===== config.mk =====
export PLATFORM = sky130hd
export DESIGN_NAME = button_led_ctrl
export DESIGN_NICKNAME = d
export VERILOG_FILES = /design/src/rtl/button_led_pkg.sv /design/src/rtl/button_debounce.sv /design/src/rtl/button_led_ctrl.sv
export SDC_FILE = /design/constraint.sdc
export NUM_CORES = 1
export LEC_CHECK = 0
export CORE_MARGIN = 10
export CORE_UTILIZATION = 55
export CTS_CLUSTER_SIZE = 10
export DETAILED_ROUTE_END_ITERATION = 16
export PLACE_DENSITY = 0.74
export SLEW_MARGIN = 20
export SYNTH_ARGS = -nofsm -noshare
export SYNTH_HDL_FRONTEND = slang
export SYNTH_SLANG_ARGS = --single-unit

===== constraint.sdc =====
create_clock -name clk -period 4.9 [get_ports clk]
set_input_delay 0.98 -clock clk [delete_from_list [all_inputs] [get_ports clk]]
set_output_delay 0.98 -clock clk [all_outputs]
set_load 0.02 [all_outputs]

===== src/rtl/button_led_pkg.sv =====
// Shared constants for button_led_ctrl: operating-mode encodings and counter sizing.
package button_led_pkg;

    localparam int MODE_DIRECT = 0;
    localparam int MODE_TOGGLE = 1;

    // Width of a counter that must be able to hold values 0..max_count.
    function automatic int cnt_width(input int max_count);
        return (max_count < 1) ? 1 : $clog2(max_count + 1);
    endfunction

endpackage


===== src/rtl/button_debounce.sv =====
// One button channel: two-flop synchroniser, hold-time debounce and press-edge pulse.
module button_debounce
    import button_led_pkg::*;
#(
    parameter int DB_CYCLES = 50000
) (
    input  logic clk,
    input  logic rst,
    input  logic inp,
    output logic stable,
    output logic press
);

    localparam int               CNT_W    = cnt_width(DB_CYCLES);
    localparam logic [CNT_W-1:0] CNT_LAST = CNT_W'(DB_CYCLES - 1);

    logic             sync1_q, sync1_d;
    logic             sync2_q, sync2_d;
    logic             stable_q, stable_d;
    logic             press_q, press_d;
    logic [CNT_W-1:0] cnt_q, cnt_d;

    // NOTE: every output of this block gets a default first, so no path leaves a latch.
    always_comb begin
        sync1_d  = inp;
        sync2_d  = sync1_q;
        stable_d = stable_q;
        cnt_d    = '0;
        press_d  = 1'b0;
        // The count only survives while every synced sample disagrees with stable.
        if (sync2_q != stable_q) begin
            if (cnt_q == CNT_LAST) begin
                stable_d = ~stable_q;
                press_d  = ~stable_q;
            end else begin
                cnt_d = cnt_q + 1'b1;
            end
        end
    end

    // NOTE: non-blocking assignments make every flop sample pre-edge values together.
    always_ff @(posedge clk) begin
        if (rst) begin
            sync1_q  <= 1'b0;
            sync2_q  <= 1'b0;
            stable_q <= 1'b0;
            press_q  <= 1'b0;
            cnt_q    <= '0;
        end else begin
            sync1_q  <= sync1_d;
            sync2_q  <= sync2_d;
            stable_q <= stable_d;
            press_q  <= press_d;
            cnt_q    <= cnt_d;
        end
    end

    assign stable = stable_q;
    assign press  = press_q;

endmodule


===== src/rtl/button_led_ctrl.sv =====
// N-channel debounced button to red/blue LED controller, direct or toggle mode.
// Optional blinking of the blue LEDs is enabled by defining BUTTON_LED_BLINK_EN.
module button_led_ctrl
    import button_led_pkg::*;
#(
    parameter int N_CH       = 2,
    parameter int DB_CYCLES  = 50000,
    parameter int TOGGLE     = 0,
    parameter int BLINK_HALF = 12500000
) (
    input  logic            clk,
    input  logic            rst,
    input  logic [N_CH-1:0] inp,
    output logic [N_CH-1:0] red_led,
    output logic [N_CH-1:0] blue_led,
    output logic [N_CH-1:0] press
);

    logic [N_CH-1:0] stable;
    logic [N_CH-1:0] active;
    logic [N_CH-1:0] blink_mask;
    logic [N_CH-1:0] active_q, active_d;
    logic [N_CH-1:0] red_q, red_d;
    logic [N_CH-1:0] blue_q, blue_d;

    for (genvar i = 0; i < N_CH; i++) begin : g_ch
        button_debounce #(
            .DB_CYCLES(DB_CYCLES)
        ) u_debounce (
            .clk   (clk),
            .rst   (rst),
            .inp   (inp[i]),
            .stable(stable[i]),
            .press (press[i])
        );
    end

`ifdef BUTTON_LED_BLINK_EN
    localparam int               PRE_W    = cnt_width(BLINK_HALF);
    localparam logic [PRE_W-1:0] PRE_LAST = PRE_W'(BLINK_HALF - 1);

    logic [PRE_W-1:0] pre_q, pre_d;
    logic             phase_q, phase_d;

    always_comb begin
        pre_d   = pre_q + 1'b1;
        phase_d = phase_q;
        if (pre_q == PRE_LAST) begin
            pre_d   = '0;
            phase_d = ~phase_q;
        end
    end

    always_ff @(posedge clk) begin
        if (rst) begin
            pre_q   <= '0;
            phase_q <= 1'b1;
        end else begin
            pre_q   <= pre_d;
            phase_q <= phase_d;
        end
    end

    assign blink_mask = {N_CH{phase_q}};
`else
    logic unused_blink_half;
    assign unused_blink_half = |BLINK_HALF;
    assign blink_mask        = '1;
`endif

    always_comb begin
        active   = (TOGGLE == MODE_TOGGLE) ? active_q : stable;
        active_d = active_q ^ press;
        red_d    = active;
        blue_d   = ~active & blink_mask;
    end

    always_ff @(posedge clk) begin
        if (rst) begin
            active_q <= '0;
            red_q    <= '0;
            blue_q   <= '1;
        end else begin
            active_q <= active_d;
            red_q    <= red_d;
            blue_q   <= blue_d;
        end
    end

    assign red_led  = red_q;
    assign blue_led = blue_q;

endmodule


# --- Yosys cells after proc, flatten, opt, wreduce, memory -nomap -nowiden ---
# Cells that the tools add are included.
classes:
  n_addsub: 2
  n_eq_ne: 4
  n_bitwise: 7
  n_reduce_logical: 6
op_table:
  columns: ["cell", "n"]
  rows:
  - ["16-bit by 1-bit adder with 16-bit output, second input constant", 2]
  - ["16-bit == test, second input constant", 2]
  - ["3-bit OR reduction", 4]
  - ["1-bit NOT", 6]
  - ["2-bit AND reduction", 2]
  - ["1-bit inequality test", 2]
  - ["2-bit NOT", 1]
totals:
  reg_bits: 44
  word_cells: 31

# --- Logic depth before layout (Yosys ltp) ---
depth:
  ltp_word: 3
  mapped_depth: 7

# --- Hierarchy ---
# A second synthesis with hierarchy kept.
hier_totals:
  cells_unflattened: 186
  area_unflattened_um2: 1899.3
by_module_without_submodules:
  columns: ["module", "instances", "cells_per_inst", "area_each_um2", "seq_area_each_um2"]
  rows:
  - ["button_debounce", 2, 89, 897.1, 400.4]
  - ["button_led_ctrl", 1, 8, 105.1, 80.1]

# --- Worst setup path after synthesis ---
# No wires, ideal clock.
synth_timing:
  path_kind: "register -> register"
  startpoint: "register g_ch[0].u_debounce.cnt_q[0]"
  endpoint: "register g_ch[0].u_debounce.cnt_q[1]"
  setup_time_ns: 0.116
  arrival_ns: 1.809
  required_time_ns: 4.784
  setup_slack_ns: 2.975
  path_stages_with_launch: 7
  path_buffers: 1
  period_less_slack_ns: 1.925
  cell_sequence: "dfxtp_1 ha_1 clkbuf_1 nand3_1 or4_4 or2_4 and3_1"
synth_between:
  elab_chain_len: 2
  word_cells_on_any_way: 3
  classes_between: "add/sub (1); eq/ne (1); reduce/logical (1)"
synth_lines:
  columns: ["item", "line_no", "rtl"]
  rows:
  - ["start, declared", "button_debounce.sv:21", "logic [CNT_W-1:0] cnt_q, cnt_d;"]
  - ["start signal, assigned", "button_debounce.sv:54", "cnt_q <= cnt_d;"]
  - ["branches (longest 2 deep; another with 16-bit by 1-bit adder with 16-bit output)", null, null]
# Parallel ways; which one is timed is not known.
# A chain may end at the register's enable or synchronous reset.

# --- Worst setup path after layout ---
layout_timing:
  startpoint: "register g_ch[1].u_debounce.press_q"
  endpoint: "output press[1]"
layout_rtl:
  columns: ["item", "line_no", "rtl"]
  rows:
  - ["start, declared", "button_debounce.sv:20", "logic press_q, press_d;"]
  - ["start signal, assigned", "button_debounce.sv:53", "press_q <= press_d;"]
  - ["end, declared", "button_led_ctrl.sv:16", "output logic [N_CH-1:0] press"]
# No word-level cell between the ends.

==> summary.md <==
| Metric | Value |
|---|---|
| P&R area growth vs syn | 10.0% |
| Critical Path AT | ~1300 ps |
| Die area | approximately 0.0059 mm2 |
| Cell area power density | about 300 mW/mm2 |
| Flop pwr share | about three fifths |
| Avg Inst Size Synth | roughly 9 um2 |
| TritonRoute pass-1 iters | 5 |
| Post-synthesis sequential area ratio | about half |
| I/O pin total | 10 |
| Final std cells w/o fill | 248 |
| Routed Antenna Nets | 0 |
| Slowest CP cell | clkdlybuf4s50_1 |
| Internal power | roughly 0.47 mW |
| Most crowded layer after global routing | met2 |
| Largest net degree at the start of global routing | 16 |
| Mapped Cells | 194 |
| Post-CTS setup buffer count | 0 |
| Synth cell types | 32 |
| Row count | 20 |
| GRT met2 Usage | 15.7% |
| Critical path class | flip-flop to primary output |
| IO buf count | 9 |
| Fmax | 437 MHz |
| Met3 GRT Util | ~4.5% |
| Final setup viols | 0 |
| Synthesized flop and latch total | 44 |
| Placed Cells | 240 |
| Initial antenna violation count | 0 |
| Worst endpoint required time | a little under 4000 ps |
| Drt drc | 0 |
| Sw frac | between 20 and 25% |
| Critical Path End Type | primary output |
| Sw Pwr | around 0.12 mW |
| Core Area | ~0.003 mm2 |
| YS warnings | 0 |
| Initial DRC count | 136 |
| Initial cell density of the core | 58.3% |
| Reg clk slew, reported paths | around 120 ps |
| CP max stage delay | 610 ps |
| Max H-tree Level | 2 |
| Final Hold Viols | 0 |
| Reg area | just under 900 um2 |
| Final net count | around 210 |
| DR vias | around 1,400 |
| Maximum vdd drop | around 0.18 mV |
| Leak Pwr | ~0.6 nW |
| Gp weighted congestion | 0.763 |
| # clock sinks | 44 |
| Synthesized area | roughly 0.0018 mm2 |
| Cts repair resizes | 0 |
| Final Skew | about 4.2 ps |
| Max Cap Violations | 0 |
| Combinational Power Share | under 10% |
| Setup Total Neg Slack | 0 ps |
| Crit-path cells | clkdlybuf4s50_1 |
| Layout cell share with drive strength beyond 1 | approximately 6.4% |
| Clock buffer depth | 2 |
| Slew Viols, Final | 0 |
| Vias in the first global route | 1,197 |
| Die Y-Extent | approximately 77 um |
| Max_slew headroom | 70.7% |
| Post-synthesis net count | 200 |
| Tmin final | 2290 ps |
| Crit start category | flip-flop |
| Number of fill cells | around 260 |
| Post-cts hold buffer count | 0 |
| DPL Wire Length | around 2.3 mm |
| Core Util, Final | between 60 and 70% |
| First-pass GRT wire length | around 5.5 mm |
| Total GRT Usage | between 10 and 15% |
| CP max FO | 1 |
| Routed length per instance | around 13 um |
| N_diodes | 0 |
| Worst Path Buf+Inv | 1 |
| Clock latency on the worst-skew pair | about 360 ps |
| Hold WC Path Type | flip-flop to flip-flop |
| Clock power frac | between 30% and 40% |
| Total Wirelength | approximately 3.2 mm |
| CTS Buf Count | 5 |
| Status | finished, final reports clean |
| Tcrit/Tclk final | between 40% and 50% |
| Power, Total | 0.589 mW |
| Overflow after GRT | 0 |
| Die Wd | approximately 77 um |
| Critical path's top delay family | buffers and inverters |
| Root Buffer | clkbuf_4 |
| Post-place setup slack | between 2000 and 3000 ps |
| Area of the multi-input gates | around 850 um2 |
| Met1 Track Usage GR | 14.0% |
| RSZ-0062 raised after global routing | no |
| Transition time of the tightest slew-check pin | ~440 ps |
| DR vias/cell | between 5 and 6 |
| Slack of the critical path | ~2600 ps |
| CTS tree | yes |
[routing by layer]
| metal | vias to the layer above | share of wire, % | routed length [um] |
|---|---|---|---|
| met4 | 0 | 1.4 | 44 |
| met3 | 6 | 5.5 | 174 |
| met2 | 33 | 44 | 1410 |
| li1 | 679 | - | - |
| met5 | - | 0 | 0 |
| met1 | 637 | 49 | 1550 |
[power groups by stage]
| stage | registers, mW | clock network (mW) | logic, mW |
|---|---|---|---|
| after floorplan | 0.369 | 0 | 0.00569 |
| after detailed placement | 0.369 | 0 | 0.00862 |
| final | 0.361 | 0.220 | 0.00854 |
| after global placement | 0.369 | 0 | 0.00815 |
| after CTS | 0.361 | 0.227 | 0.00868 |
| after global routing | 0.361 | 0.241 | 0.00949 |
[cells in the final DEF (no fill, tap or decap), drive strengths merged, types with 2 or more instances in the layout]
cell / netlist / layout
nor3: 8 / 8
a21oi: 3 / 3
o21ai: 5 / 5
nand2: 8 / 8
or3: 3 / 3
inv: 5 / 5
or4: 3 / 3
and3: 5 / 5
ha: 2 / 2
nand4: 9 / 9
xor2: 9 / 9
xnor2: 18 / 18
nor2: 31 / 31
nand2b: 2 / 2
nor2b: 6 / 6
dfxtp: 44 / 44
clkbuf: 4 / 6
nand3: 14 / 14
clkdlybuf4s50: 0 / 9
nor4: 6 / 6
[synthesized netlist by cell type]
cell type / number / area share (%)
o31ai_1: 1 / 0.42
or4_4: 1 / 0.63
and4b_1: 1 / 0.56
o21ai_1: 1 / 0.28
and3_1: 5 / 1.7
or3_2: 1 / 0.42
xor2_1: 9 / 4.4
o21ai_0: 3 / 0.84
buf_6: 1 / 0.63
nor2_1: 31 / 6.5
nand4_1: 9 / 3.1
or3_1: 2 / 0.70
or4_1: 2 / 0.84
xnor2_1: 18 / 8.8
a21oi_1: 3 / 0.84
inv_1: 5 / 1.0
and4_2: 1 / 0.56
nor4bb_1: 1 / 0.56
nand3_1: 14 / 3.9
nor3_1: 7 / 2.0
nand2b_1: 2 / 0.70
o21ai_4: 1 / 0.91
or2_4: 1 / 0.49
buf_4: 2 / 0.84
nor3_2: 1 / 0.56
nand2_1: 8 / 1.7
ha_1: 2 / 1.4
mux2i_1: 1 / 0.56
clkbuf_1: 4 / 0.84
nor4_1: 6 / 2.1
dfxtp_1: 44 / 49
nor2b_1: 6 / 2.1
[per-stage QoR]
stage / area [um2] / hold slack, ps
finish: 1970 / 456
detailed placement: 1900 / 442
floorplan: 1790 / 414
CTS: 1970 / 458
global route: 1970 / 469
global placement: 1900 / 432
[flip-flops by register name, summed over array words and instances (netlist names)]
name,cells
blue_led,2
g_ch.u_debounce.cnt_q,32
g_ch.u_debounce.press,2
g_ch.u_debounce.stable,2
g_ch.u_debounce.sync1_q,2
g_ch.u_debounce.sync2_q,2
red_led,2
[path summary, 6_finish.rpt]
check / slack [ps] / from / depth (start not counted) / to
setup / recovery: 2610 / g_ch[1].u_debounce.press$_SDFF_PP0_ / 1 / press[1]
hold / removal: 460 / g_ch[0].u_debounce.sync1_q$_SDFF_PP0_ / 1 / g_ch[0].u_debounce.sync2_q$_SDFF_PP0_
setup reg to reg: 2770 / g_ch[0].u_debounce.cnt_q[0]$_SDFF_PP0_ / 5 / g_ch[0].u_debounce.cnt_q[11]$_SDFF_PP0_
hold reg to reg: 460 / g_ch[0].u_debounce.sync1_q$_SDFF_PP0_ / 1 / g_ch[0].u_debounce.sync2_q$_SDFF_PP0_
[final cells by class]
| class | instances | area share, % |
|---|---|---|
| sequential | 44 | 44.6 |
| inverter | 5 | 0.951 |
| tap | 44 | 2.79 |
| clock inverter | 2 | 1.78 |
| timing repair buffer | 9 | 4.57 |
| multi-input combinational | 138 | 43.2 |
| clock buffer | 6 | 2.09 |
[kinds of logic (layout without fill, tap and decap cells)]
group | count (synthesis) | after routing | share of synthesized area (%)
simple gates | 99 | 99 | 29.1
flops | 44 | 44 | 49.1
xor+xnor | 27 | 27 | 13.2
buf+inv | 12 | 22 | 3.35
compound gates | 9 | 9 | 3.28
fa+ha+maj | 2 | 2 | 1.40
mux | 1 | 1 | 0.558
Power figures use the tool's default switching activity.
